### src/rtl/pixel_stream_framer.sv
// Multi-channel pixel stream FIFO that tags each output pixel with x/y position and SOF/EOL/EOF markers.
// Optional per-frame checksum output when PIXEL_FRAMER_CHECKSUM_EN is defined.
module pixel_stream_framer #(
  parameter int PX_SIZE      = 8,
  parameter int NB_CHANNELS  = 1,
  parameter int IMAGE_WIDTH  = 64,
  parameter int IMAGE_HEIGHT = 64,
  parameter int FIFO_DEPTH   = 4
) (
  input  logic                               clk,
  input  logic                               resetn,
  input  logic                               frame_abort,
  input  logic [PX_SIZE*NB_CHANNELS-1:0]     input_data,
  input  logic                               input_data_valid,
  output logic                               input_data_ready,
  output logic [PX_SIZE*NB_CHANNELS-1:0]     output_data,
  output logic                               output_data_valid,
  input  logic                               output_data_ready,
  output logic [$clog2(IMAGE_WIDTH)-1:0]     output_x,
  output logic [$clog2(IMAGE_HEIGHT)-1:0]    output_y,
  output logic                               output_sof,
  output logic                               output_eol,
  output logic                               output_eof,
  output logic                               frame_done,
  output logic [15:0]                        frame_count
`ifdef PIXEL_FRAMER_CHECKSUM_EN
  ,output logic [15:0]                       frame_checksum
`endif
);

  localparam int DW = PX_SIZE * NB_CHANNELS;
  localparam int XW = $clog2(IMAGE_WIDTH);
  localparam int YW = $clog2(IMAGE_HEIGHT);
  localparam int AW = $clog2(FIFO_DEPTH);
  localparam int CW = AW + 1;
  localparam logic [XW-1:0] X_LAST   = XW'(IMAGE_WIDTH - 1);
  localparam logic [YW-1:0] Y_LAST   = YW'(IMAGE_HEIGHT - 1);
  localparam logic [CW-1:0] FULL_CNT = CW'(FIFO_DEPTH);

  typedef enum logic [0:0] {ST_IDLE = 1'b0, ST_STREAM = 1'b1} state_t;

  logic [DW-1:0] mem_r [FIFO_DEPTH];
  logic [AW-1:0] wr_ptr_r, rd_ptr_r;
  logic [CW-1:0] count_r, count_s;
  logic          ready_r, valid_r;
  logic [XW-1:0] x_r;
  logic [YW-1:0] y_r;
  state_t        state_r, state_s;
  logic          push_s, pop_s, sof_s, eol_s, eof_s, done_evt_s;
  logic          frame_done_r;
  logic [15:0]   frame_count_r;

  // Ready and valid are registered flags derived from next occupancy, so neither path is combinational.
  assign push_s = input_data_valid && ready_r;
  assign pop_s  = valid_r && output_data_ready;
  assign sof_s  = (x_r == {XW{1'b0}}) && (y_r == {YW{1'b0}});
  assign eol_s  = (x_r == X_LAST);
  assign eof_s  = eol_s && (y_r == Y_LAST);

  assign input_data_ready  = ready_r;
  assign output_data_valid = valid_r;
  assign output_data       = mem_r[rd_ptr_r];
  assign output_x          = x_r;
  assign output_y          = y_r;
  assign output_sof        = valid_r && sof_s;
  assign output_eol        = valid_r && eol_s;
  assign output_eof        = valid_r && eof_s;
  assign frame_done        = frame_done_r;
  assign frame_count       = frame_count_r;

  // Next occupancy and frame state machine transitions.
  always_comb begin
    count_s    = count_r;
    state_s    = state_r;
    done_evt_s = 1'b0;
    if (push_s && !pop_s) begin
      count_s = count_r + CW'(1);
    end else if (pop_s && !push_s) begin
      count_s = count_r - CW'(1);
    end else begin
      count_s = count_r;
    end
    case (state_r)
      ST_IDLE: begin
        if (pop_s && sof_s) begin
          state_s = ST_STREAM;
        end else begin
          state_s = ST_IDLE;
        end
      end
      ST_STREAM: begin
        if (pop_s && eof_s) begin
          state_s    = ST_IDLE;
          done_evt_s = 1'b1;
        end else begin
          state_s = ST_STREAM;
        end
      end
      default: begin
        state_s = ST_IDLE;
      end
    endcase
  end

  // FIFO storage write port; contents need no reset because occupancy guards visibility.
  always_ff @(posedge clk) begin
    if (resetn && !frame_abort && push_s) begin
      mem_r[wr_ptr_r] <= input_data;
    end
  end

  // Pointers, occupancy, position counters, FSM state and frame statistics.
  always_ff @(posedge clk) begin
    if (!resetn) begin
      wr_ptr_r      <= {AW{1'b0}};
      rd_ptr_r      <= {AW{1'b0}};
      count_r       <= {CW{1'b0}};
      ready_r       <= 1'b0;
      valid_r       <= 1'b0;
      x_r           <= {XW{1'b0}};
      y_r           <= {YW{1'b0}};
      state_r       <= ST_IDLE;
      frame_done_r  <= 1'b0;
      frame_count_r <= 16'd0;
    end else if (frame_abort) begin
      wr_ptr_r     <= {AW{1'b0}};
      rd_ptr_r     <= {AW{1'b0}};
      count_r      <= {CW{1'b0}};
      ready_r      <= 1'b1;
      valid_r      <= 1'b0;
      x_r          <= {XW{1'b0}};
      y_r          <= {YW{1'b0}};
      state_r      <= ST_IDLE;
      frame_done_r <= 1'b0;
    end else begin
      if (push_s) begin
        wr_ptr_r <= wr_ptr_r + AW'(1);
      end
      if (pop_s) begin
        rd_ptr_r <= rd_ptr_r + AW'(1);
        if (eol_s) begin
          x_r <= {XW{1'b0}};
          y_r <= (y_r == Y_LAST) ? {YW{1'b0}} : y_r + YW'(1);
        end else begin
          x_r <= x_r + XW'(1);
        end
      end
      count_r      <= count_s;
      ready_r      <= (count_s != FULL_CNT);
      valid_r      <= (count_s != {CW{1'b0}});
      state_r      <= state_s;
      frame_done_r <= done_evt_s;
      if (done_evt_s) begin
        frame_count_r <= frame_count_r + 16'd1;
      end
    end
  end

`ifdef PIXEL_FRAMER_CHECKSUM_EN
  logic [15:0] run_sum_r;
  logic [15:0] frame_checksum_r;

  function automatic logic [15:0] channel_sum(input logic [DW-1:0] px);
    logic [15:0] acc;
    acc = 16'd0;
    for (int c = 0; c < NB_CHANNELS; c++) begin
      acc = acc + 16'(px[c*PX_SIZE +: PX_SIZE]);
    end
    return acc;
  endfunction

  assign frame_checksum = frame_checksum_r;

  // Running modular sum of popped channel values, latched at the end-of-frame pop.
  always_ff @(posedge clk) begin
    if (!resetn) begin
      run_sum_r        <= 16'd0;
      frame_checksum_r <= 16'd0;
    end else if (frame_abort) begin
      run_sum_r <= 16'd0;
    end else if (done_evt_s) begin
      frame_checksum_r <= run_sum_r + channel_sum(output_data);
      run_sum_r        <= 16'd0;
    end else if (pop_s) begin
      run_sum_r <= run_sum_r + channel_sum(output_data);
    end
  end
`endif

endmodule
### config.mk
export PLATFORM = sky130hd
export DESIGN_NAME = pixel_stream_framer
export DESIGN_NICKNAME = d
export VERILOG_FILES = /design/src/rtl/pixel_stream_framer.sv
export SDC_FILE = /design/constraint.sdc
export NUM_CORES = 1
export LEC_CHECK = 0
export ABC_AREA = 1
export BUFFER_PORTS_ARGS = -buffer_cell sky130_fd_sc_hd__buf_2
export CORE_ASPECT_RATIO = 0.9
export CORE_MARGIN = 4
export CORE_UTILIZATION = 28
export DETAILED_ROUTE_END_ITERATION = 6
export SLEW_MARGIN = 10
export SYNTH_ARGS = -nofsm -noshare
export SYNTH_HDL_FRONTEND = slang
export SYNTH_SLANG_ARGS = --single-unit
### constraint.sdc
create_clock -name clk -period 4 [get_ports clk]
set_clock_uncertainty 0.05 [all_clocks]
set_input_delay 0.8 -clock clk [delete_from_list [all_inputs] [get_ports clk]]
set_output_delay 0.8 -clock clk [all_outputs]
set_load 0.05 [all_outputs]
[Word-level counts from Yosys, hierarchy flattened]
Memory sizes are Yosys's and may differ from the RTL's. A register that Yosys moved wholly into a read port is not among the register bits.
Index checks and enable logic that the tools add are counted.
Word-level totals
  register bits after elaboration: 39
  bits in latches: 0
  memory bits (writable): 32
  ROM bits: 0
  output and inout bits: 42
  logic and storage cells: 60
  memories kept: 1
Memories
  mem_r: depth 4, bits a word 8, read ports 1, clocked after Yosys merged registers in 1, wr ports 1, RTL line 42  | logic [DW-1:0] mem_r [FIFO_DEPTH];
Operators by class
  add/sub/neg operators: 7
  multiply operators: 0
  div/mod/pow operators: 0
  magnitude comparators: 0
  eq/ne operators: 3
  shift-type cells: 0
  multiplexer cells: 14
  bitwise operators: 3
  reductions and logical operators: 22
Operators by type and width (number)
  adder 16 x 1 -> 16 bit, second input constant: 1
  logical AND 1 bit: 13
  adder 6 x 1 -> 6 bit, second input constant: 2
  == test 6 bit, second input constant: 2
  zero test 6 bit: 2
  two-way mux 6 bit: 2
  two-way mux 1 bit: 7
  two-way mux 3 bit: 2
  adder 2 x 1 -> 2 bit, second input constant: 2
  two-way mux 2 bit: 2
  AND reduction 2 bit: 2
  adder 3 x 1 -> 3 bit, second input constant: 1
  zero test 1 bit: 3
  != test 3 bit, second input constant: 1
  inverter 1 bit: 3
  nonzero test 3 bit: 1
  subtractor 3 x 1 -> 3 bit, second input constant: 1
  case mux 1 bit (2 select lines): 1
  OR reduction 2 bit: 1

[Longest topological paths before layout]
  word-level depth: 7
  mapped depth: 10
  gate-level depth less buffers: 10

[Worst setup path before layout]
Ideal clock, no wire load.
  kind: register to output
  from: register y_r[0] (netlist: output_y[0])
  to: output port output_eof
  data arrival time: 2.340 ns
  data required time: 3.150 ns
  setup slack: 0.810 ns
  cell stages (with the launch flop): 6
  path buffers: 0
  path through: dfxtp_1 ha_1 nand3_2 nor2_2 inv_1 nor3_1
On the way
  word-level cells in the longest chain between the ends: 3
Ends and longest elaborated chain
  start: declaration: RTL line 47  | logic [YW-1:0] y_r;
  start signal: assignment: RTL line 121  | y_r <= {YW{1'b0}};
  start signal: assignment: RTL line 132  | y_r <= {YW{1'b0}};
  start signal: assignment: RTL line 143  | y_r <= (y_r == Y_LAST) ? {YW{1'b0}} : y_r + YW'(1);
  == test 6 bit: RTL line 58  | assign eof_s = eol_s && (y_r == Y_LAST);
  logical AND 1 bit: RTL line 58
  logical AND 1 bit: RTL line 67  | assign output_eof = valid_r && eof_s;
  end: declaration: RTL line 23  | output logic output_eof,
No other way between the ends.

[Worst setup path in the final report]
Ends and elaborated chain as after synthesis.

==> impl_metrics.ini <==
[worst_setup_path]
start_kind = flip-flop
reg2reg_slack_ns = 2.09
path_delay_family = simple AND/OR/NAND/NOR gates
r2r_start = output_y[0]$_SDFFE_PP0P_
reg2regPathDepth = 8
critPathBufInv = 2
cp_slowest_stage_delay_ns = 0.41
worstPathRequired_ns = 3.15
cp.arrival_ns = 1.80
r2r-end = frame_count[11]$_SDFFE_PN0P_
path_cells = ha_1, nand3_2, nor2_2, inv_1, nor3_1, buf_2
worstPathMaxFanout = 5
cp-end-kind = output port
critical_path_class = reg2out
cp_slowest_cell = dfxtp_1

[clock_network]
cts_sinks = 73
cts_tree = yes
postCtsSetupBuffers = 0
cts_buffers = 9
cts.clk_slew.worst_paths_ns = 0.06
ctsHoldBuffers = 0
clock_tree.root_cell = clkbuf_16
cts-resized-gates = 0
clk_latency_ns = 0.34
ctsHtreeMaxLevel = 3
cts.path.max_buffers = 2

[hold_path]
whs_path_depth = 1
hold_path.class = reg2reg
min_from = rd_ptr_r[0]$_SDFFE_PP0N_
worstHoldEndpoint = rd_ptr_r[0]$_SDFFE_PP0N_

[timing]
fmax_mhz = 377
slew_violations = 0
final_hold_viol_count = 0
min_period_over_period_pct = 66.3
timing.final.ws_setup_ns = 1.35
slew_headroom_pct = 51.5
tightestPinTransition_ns = 0.724
tns_ns = 0
rsz0062_at_grt = no
setup_viol = 0
period_minus_slack_ns = 2.65

[synth]
synth.avg_cell_area_um2 = 8.31
yosysUniqueCellTypes = 31
ys_top_cells_by_area = edfxtp_1 (28%), dfxtp_1 (24%), nand2_1 (8.5%)
yosys_warnings = 0
syn_inst = 406
syn_area_um2 = 3380
seq_area_frac_synth_pct = 52.8
yosysMostFrequentCell = nand2_1
synth-edff-count = 32
synth_nets = 430
ys.flop_type = dfxtp_1
synthTopCellsByCount = nand2_1 (76), nor2_1 (68), inv_1 (55), dfxtp_1 (41), edfxtp_1 (32)
synthArstFlopShare_pct = 0
yosys.area.top_type_share_pct = 28.5
ys_ff_latch = 73
yosys.area.top_type = edfxtp_1

[pwr]
ir_worst_vdd_v = 0.000151
power.total_uw = 1690
leakage_uw = 0.00170
cellPowerDensity_nw_per_um2 = 413

[finish]
nets = 486
num_antenna_cells = 0
fin_util_pct = 35.2
fill_cells = 1246
synthToLayoutAreaGrowth_pct = 21.2
drive_gt1_share_pct = 17.1

[run]
drv_cap = 0

[die]
core_area_um2 = 11600
die_h_um = 112
die_area_um2 = 13900
die_w_um = 124
initial_utilization_pct = 29.1
ioPinCount = 55
fp-row-count = 37

[placement]
portBuffers = 54
finalWeightedCongestion = 0.781
dp_slack_ns = 1.21
hpwl_mm = 5.68

[detailed_routing]
postRouteAntennaNets = 0
routed_wire_length_per_instance_um = 12.0
first_pass_iters = 5
routed-wl-met3_um = 445
highest_layer = met4
drc_errors = 0
met2_length_mm = 3.33
via_per_inst = 4.42
vias = 2753
drt_iter0_drc = 130
drt_wl_total_mm = 7.50
met1_length_mm = 3.63

[global_routing]
grt_max_degree = 26
grt_overflow = 0
antenna_found_initial = 0
grt_usage_pct = 11.3
grt_pass1_vias = 2564
grt_pass1_wl_mm = 12.4

[outcome]
status = complete, no violations
-- final cells by class --
cell class	instances	area (um2)	area share, %
Clock buffer	11	254	6.21
Sequential cell	73	1780	43.5
Tap cell	156	195	4.77
Multi-Input combinational cell	268	1330	32.4
Timing Repair Buffer	54	270	6.61
Inverter	56	210	5.14
Clock inverter	5	52.6	1.28
-- worst max-delay path by stage --
stage                        startpoint                    end  slack [ns]  cells past startpoint
2_1_floorplan  output_y[0]$_SDFFE_PP0P_             output_eof        0.81                      5
3_3_place_gp                     resetn  mem_r[3][2]$_DFFE_PP_        1.30                      5
3_5_place_dp                     resetn  mem_r[3][5]$_DFFE_PP_        1.21                      5
4_1_cts                       flip-flop         output_data[5]        1.32                      4
5_1_grt                       flip-flop         output_data[2]        1.15                      4
6_report       output_y[0]$_SDFFE_PP0P_             output_eof        1.35                      6
-- routing by layer --
metal / track usage (%) / up-vias
li1: - / 1430
met1: 14.4 / 1235
met2: 17.4 / 80
met3: 5.19 / 8
met4: 3.17 / 0
met5: 0 / -
-- flip-flops by register name, summed over array words and instances, names as in the netlist, named ones only --
register / count
count_r: 3
frame_count: 16
frame_done: 1
input_data_ready: 1
mem_r: 32
output_data_valid: 1
output_x: 6
output_y: 6
rd_ptr_r: 2
state_r: 1
wr_ptr_r: 2
-- through the flow --
stage,instances,hold slack [ns],area (um2)
2_1_floorplan,406,0.394,3380
3_3_place_gp,607,0.404,3780
3_5_place_dp,607,0.428,3780
4_1_cts,623,0.438,4090
5_1_grt,623,0.459,4090
6_report,623,0.429,4090
-- cell families (layout without fill, tap and decap cells) --
logic type | Yosys count | in the layout | share of synthesized area [%]
xor+xnor | 3 | 3 | 0.778
fa+ha+maj | 11 | 11 | 4.08
flops | 73 | 73 | 52.8
simple gates | 200 | 200 | 25.9
compound gates | 54 | 54 | 8.60
buf+inv | 65 | 126 | 7.89
-- power breakdown --
part / total (uW) / leakage, uW / internal (uW) / switching (uW)
Clock: 817 / 0.000150 / 517 / 300
Sequential: 789 / 0.000619 / 785 / 4.85
Combinational: 84.5 / 0.000926 / 21.7 / 62.8
-- layout by cell type, fill, tap and decap left out, drive strengths merged, types with 2 or more instances in the layout --
cell type	Yosys	layout
o22ai	8	8
a211oi	2	2
buf	7	54
ha	11	11
o21ai	25	25
nor3	10	10
nand4	2	2
inv	55	55
clkbuf	2	11
a21oi	17	17
edfxtp	32	32
nor3b	2	2
clkinv	1	4
nand3b	2	2
nand3	32	32
xor2	2	2
nand2	78	78
dfxtp	41	41
nor2	72	72
(Power assumes the default switching activity.)
